[src/rtl/tdm_demux.sv]
// tdm_demux: splits a sync-framed TDM word stream into one registered
// output word per channel; only complete, well-framed frames update dout.
module tdm_demux #(
    parameter int unsigned WIDTH    = 8,
    parameter int unsigned CHANNELS = 2
) (
    input  logic                               clock,
    input  logic                               reset,
    input  logic [WIDTH-1:0]                   din,
    input  logic                               in_valid,
    input  logic                               sync,
    output logic [CHANNELS-1:0][WIDTH-1:0]     dout,
    output logic                               frame_valid,
    output logic                               locked,
    output logic                               sync_err
);

    localparam int unsigned SLOT_W = $clog2(CHANNELS);

    typedef enum logic {
        HUNT    = 1'b0,
        COLLECT = 1'b1
    } state_e;

    state_e                          state_q, state_d;
    logic [SLOT_W-1:0]               slot_q, slot_d;
    logic [WIDTH-1:0]                slot0_q, slot0_d;
    logic [CHANNELS-1:1][WIDTH-1:0]  shadow_q, shadow_d;
    logic [CHANNELS-1:0][WIDTH-1:0]  dout_q, dout_d;
    logic                            frame_valid_q, frame_valid_d;
    logic                            locked_q, locked_d;
    logic                            sync_err_q, sync_err_d;

    logic                            last_slot;
    logic                            slot_zero;

    assign last_slot = (slot_q == SLOT_W'(CHANNELS - 1));
    assign slot_zero = (slot_q == '0);

    // State and output registers with synchronous reset
    always_ff @(posedge clock) begin
        if (reset) begin
            state_q       <= HUNT;
            slot_q        <= '0;
            slot0_q       <= '0;
            shadow_q      <= '0;
            dout_q        <= '0;
            frame_valid_q <= 1'b0;
            locked_q      <= 1'b0;
            sync_err_q    <= 1'b0;
        end else begin
            state_q       <= state_d;
            slot_q        <= slot_d;
            slot0_q       <= slot0_d;
            shadow_q      <= shadow_d;
            dout_q        <= dout_d;
            frame_valid_q <= frame_valid_d;
            locked_q      <= locked_d;
            sync_err_q    <= sync_err_d;
        end
    end

    // Next FSM state and slot position; bubbles leave everything unchanged
    always_comb begin
        state_d = state_q;
        slot_d  = slot_q;
        if (in_valid) begin
            case (state_q)
                HUNT: begin
                    if (sync) begin
                        state_d = COLLECT;
                        slot_d  = SLOT_W'(1);
                    end
                end
                COLLECT: begin
                    if (sync) begin
                        // early sync restarts a frame, expected sync continues
                        slot_d = SLOT_W'(1);
                    end else if (slot_zero) begin
                        // missing sync: lose alignment
                        state_d = HUNT;
                        slot_d  = '0;
                    end else if (last_slot) begin
                        slot_d = '0;
                    end else begin
                        slot_d = slot_q + SLOT_W'(1);
                    end
                end
                default: begin
                    state_d = HUNT;
                    slot_d  = '0;
                end
            endcase
        end
    end

    // Data capture, frame publication and status pulses
    always_comb begin
        slot0_d       = slot0_q;
        shadow_d      = shadow_q;
        dout_d        = dout_q;
        frame_valid_d = 1'b0;
        sync_err_d    = 1'b0;
        locked_d      = (state_d == COLLECT);
        if (in_valid) begin
            if (sync) begin
                slot0_d    = din;
                sync_err_d = (state_q == COLLECT) && !slot_zero;
            end else if (state_q == COLLECT) begin
                if (slot_zero) begin
                    sync_err_d = 1'b1;
                end else begin
                    for (int k = 1; k < int'(CHANNELS); k++) begin
                        if (slot_q == SLOT_W'(k)) begin
                            shadow_d[k] = din;
                        end
                    end
                    if (last_slot) begin
                        // final word bypasses the shadow straight into dout
                        dout_d[0] = slot0_q;
                        for (int k = 1; k < int'(CHANNELS) - 1; k++) begin
                            dout_d[k] = shadow_q[k];
                        end
                        dout_d[CHANNELS-1] = din;
                        frame_valid_d      = 1'b1;
                    end
                end
            end
        end
    end

    assign dout        = dout_q;
    assign frame_valid = frame_valid_q;
    assign locked      = locked_q;
    assign sync_err    = sync_err_q;

endmodule

[config.mk]
export PLATFORM = sky130hd
export DESIGN_NAME = tdm_demux
export DESIGN_NICKNAME = d
export VERILOG_FILES = /design/src/rtl/tdm_demux.sv
export SDC_FILE = /design/constraint.sdc
export NUM_CORES = 1
export LEC_CHECK = 0
export CAP_MARGIN = 10
export CORE_UTILIZATION = 40
export DETAILED_ROUTE_END_ITERATION = 12
export GPL_TIMING_DRIVEN = 0
export MAX_ROUTING_LAYER = met4
export PLACE_DENSITY = 0.81
export SYNTH_ARGS = -nofsm -noshare
export SYNTH_HDL_FRONTEND = slang
export SYNTH_SLANG_ARGS = --single-unit
[constraint.sdc]
create_clock -name clock -period 1 [get_ports clock]
set_input_delay 0.15 -clock clock [delete_from_list [all_inputs] [get_ports clock]]
set_output_delay 0.15 -clock clock [all_outputs]
set_load 0.1 [all_outputs]
==> results of run 1 <==
-- power by group --
| group | switching, mW | internal (mW) |
|---|---|---|
| Combinational | 0.117 | 0.0856 |
| Sequential | 0.0212 | 1.14 |
| Clock | 0.342 | 0.223 |
-- flip-flops by register name, indices dropped and copies added, names as in the netlist --
name,cells
dout,16
frame_valid,1
last_slot,1
locked,1
slot0_q,8
sync_err,1
-- worst register-to-register path, stage by stage, from the launching register on --
cell                      delay, ns
sky130_fd_sc_hd__dfxtp_4       0.42
sky130_fd_sc_hd__and4b_2       0.32
sky130_fd_sc_hd__buf_6         0.15
sky130_fd_sc_hd__nand2_2       0.07
sky130_fd_sc_hd__a21oi_2       0.11
-- final timing paths --
| kind | end | slack [ns] |
|---|---|---|
| setup / recovery | dout[6] | -0.12 |
| hold / removal | dout[10] | 0.07 |
| setup reg to reg | dout[6] | -0.12 |
| hold reg to reg | dout[3] | 0.47 |
-- synth_stat cells --
cell	n	area (sq um)
sky130_fd_sc_hd__buf_2	4	20.0
sky130_fd_sc_hd__nand2_1	50	188
sky130_fd_sc_hd__and4b_1	1	10.0
sky130_fd_sc_hd__inv_1	1	3.75
sky130_fd_sc_hd__xor2_1	1	8.76
sky130_fd_sc_hd__dfxtp_1	28	561
sky130_fd_sc_hd__buf_1	1	3.75
sky130_fd_sc_hd__a21oi_2	10	87.6
sky130_fd_sc_hd__o21ai_0	1	5.00
sky130_fd_sc_hd__nand4b_2	1	15.0
sky130_fd_sc_hd__a21oi_1	16	80.1
sky130_fd_sc_hd__buf_6	1	11.3
sky130_fd_sc_hd__buf_4	1	7.51
sky130_fd_sc_hd__and2_1	1	6.26
sky130_fd_sc_hd__nor2_1	2	7.51
sky130_fd_sc_hd__nor3_1	1	5.00
-- metal layers --
layer	track usage, %	vias up	part of all wire (%)
li1	-	467	-
met1	22.4	454	41
met2	39.7	29	54
met3	0.870	5	2.9
met4	10.5	0	2.1
met5	-	-	0
-- layout make-up --
type,count,area [sq um]
Fill cell,152,602
Sequential cell,28,591
Timing Repair Buffer,35,531
Multi-Input combinational cell,84,458
Buffer,6,41.3
Clock buffer,4,36.3
Tap cell,28,35.0
Inverter,1,3.75
-- through the flow --
| stage | power, mW | std cells | setup WS [ns] | area [sq um] | TNS (ns) |
|---|---|---|---|---|---|
| after global placement | 1.35 | 177 | -0.620 | 1370 | -21.54 |
| after CTS | 1.91 | 184 | -0.0921 | 1650 | -1.92 |
| after global routing | 1.98 | 186 | -0.167 | 1700 | -3.69 |
| final | 1.93 | 186 | -0.119 | 1700 | -2.51 |
| after floorplan | 1.27 | 120 | -0.234 | 1050 | -3.07 |
| after detailed placement | 1.35 | 177 | -0.631 | 1370 | -22.12 |
-- cells by family (layout without fill, tap and decap cells) --
logic type | count (synthesis) | in the layout | share of synthesized area [%]
AO/OA/AOI/OAI | 27 | 27 | 16.9
XOR/XNOR | 1 | 1 | 0.859
buffers and inverters | 8 | 46 | 4.54
flip-flops | 28 | 28 | 55.0
AND/OR/NAND/NOR | 56 | 56 | 22.7
-- what timing repair did --
item,CTS,global route
setup buffers,3,2
resized for setup,184,10
hold buffers,0,0
endpoints found under the setup margin,36,35
cloned,1,0
pin swaps,0,2
==> summary by stage, run 1 <==
Critical path
The start of the worst register-to-register path is locked. The cell with the largest stage delay on the worst path is sky130_fd_sc_hd__dfxtp_4. STA classifies the critical path startpoint as a flop.

The largest single stage delay on the critical path is 0.42 ns. The critical path class is flop to flop. STA puts the critical path data arrival time at about 1.4 ns.

The critical path startpoint is locked. The critical path data required time is ~1.3 ns. The number of logic stages on the critical path including buffering is 4. Traced cell by cell, the critical path runs through and4b_2 > buf_6 > nand2_2 > a21oi_2. For the worst flop-to-flop path, the logic depth is 4. The family with the most delay on the worst path is flip-flops.

The count of buffer and inverter cells on the critical path is 1. The critical path endpoint category is a flop. Along the worst path, the maximum fanout reaches 5.

Drt
The number of design-rule violations left by the first detailed-router iteration is 11. The detailed-route wire length per cell is 13.9 um. Before antenna repair, the detailed router went through 4 iterations.

Dividing the detail-routed via count by the number of cells gives between 5 and 6. The DRC violations left is 0. The count of vias placed by the detailed router is 955.

In this run the remaining antenna-violating nets after routing total 0. The wire length reported by the detailed router is about 2.6 mm.

Power and ir drop
In this run the static leakage power is ~0.65 nW. The largest vdd supply drop is 0.000692 V. The ratio of total power to cell area is approximately 1100 mW/mm^2.

Logic synthesis
The Yosys step of the flow raised 0 warnings. Counting distinct cell types in the post-synthesis netlist gives 16. Summing every instance area after synthesis gives ~0.0010 sq mm.

When the netlist entered floorplanning its net count stood at 132. The post-synthesis area per instance is 8.50 sq um. For this run, the register share of the synthesized area comes to around 55%. The instance count of the mapped netlist is between 100 and 150.

The synthesized flop and latch total is 28.

Placed design
Summed over all nets, the half-perimeter wirelength after detailed placement is between 1.5 and 2 mm. The quantity of I/O buffers inserted on ports is 29. The placer congestion estimate is roughly 0.74.

Layout
Compared with the post-synthesis result, the final layout area differs by 66.3%. The layout cell share with drive strength beyond 1 is 48.7%. The antenna cell count is 0. The most common cell after layout, fill and taps aside is sky130_fd_sc_hd__nand2_1. The number of nets in the final layout is 171. In the layout the commonest cells are 42 x sky130_fd_sc_hd__nand2_1, 19 x sky130_fd_sc_hd__buf_12, 18 x sky130_fd_sc_hd__dfxtp_2.

The share of the core filled with cells is between 70% and 80%.

Clock network
TritonCTS built the clock tree. The clock latency of the later-clocked register in the worst-skew pair is approximately 0.34 ns. The clock transition at the register clock pins on the worst setup and hold paths after CTS is roughly 0.15 ns. TritonCTS created 3 clock buffers. The maximum clock path buffer count is 2. CTS built an H-tree with a depth of 1. The root buffer selected by CTS is sky130_fd_sc_hd__clkbuf_4. The clock sink count is 28.

Hold path
The worst hold path was traced through 2 stages. The path class of the tightest hold or removal check is input pin to flop. The worst hold path begins at reset.

Global routing
For this run the aggregate overflow at the end of global routing stands at 0. Global routing used 21.2% of the available tracks across all layers. The initial antenna violation count came to 0. The first global-routing pass estimated 4.11 mm of wire. Entering global routing, the biggest net connects 16 pins. The number of global-route vias before repair is around 920.

Timing
After layout, the minimum clock period comes to around 1.1 ns. At the pin with the least slew margin, the transition time is 0.591 ns. The normalized max-slew margin is between 60% and 70%. Setup violations remaining at the end of the flow were counted as 35. Setup repair after global routing could not meet its margin everywhere. The number of hold violations in the final report came to 0. On the final layout, the worst clock skew is between 0.008 and 0.009 ns. Derived from the worst setup path, the maximum achievable clock frequency is 0.894 GHz.

The post-layout worst setup margin is -0.119 ns. The final-report max-slew violation count came to 0. Hold is met by roughly 0.074 ns. Of the available clock period, the critical path in the final layout requires 112%.

Floorplanning
The core area is roughly 0.0023 sq mm. After floorplanning, the core was divided into 17 placement rows. Measured along the x axis, the die boundary spans between 50 and 60 um. The I/O pin count is 31. The starting density of the core is 44.4%. The overall die area is around 0.0028 sq mm. The die height is 52.5 um.

Outcome
The run finished, with violations left. The checks that failed: setup timing.

Flow run
The max-capacitance violation count is 0.
(Power assumes the default switching activity.)
==> run 2, diff against run 1 <==
--- a/config.mk
+++ b/config.mk
@@ -7,6 +7,7 @@
 export LEC_CHECK = 0
 export CAP_MARGIN = 10
 export CORE_UTILIZATION = 40
+export CTS_CLUSTER_SIZE = 20
 export DETAILED_ROUTE_END_ITERATION = 12
 export GPL_TIMING_DRIVEN = 0
 export MAX_ROUTING_LAYER = met4
==> results of run 2 <==
Same layout as run 1: the final DEF is identical, and so are final timing and power.
==> run 3, diff against run 2 <==
--- a/config.mk
+++ b/config.mk
@@ -7,8 +7,9 @@
 export LEC_CHECK = 0
 export CAP_MARGIN = 10
 export CORE_UTILIZATION = 40
-export CTS_CLUSTER_SIZE = 20
+export CTS_CLUSTER_SIZE = 28
 export DETAILED_ROUTE_END_ITERATION = 12
+export GPL_ROUTABILITY_DRIVEN = 0
 export GPL_TIMING_DRIVEN = 0
 export MAX_ROUTING_LAYER = met4
 export PLACE_DENSITY = 0.81
==> results of run 3 <==
Same layout as run 1: the final DEF is identical, and so are final timing and power.
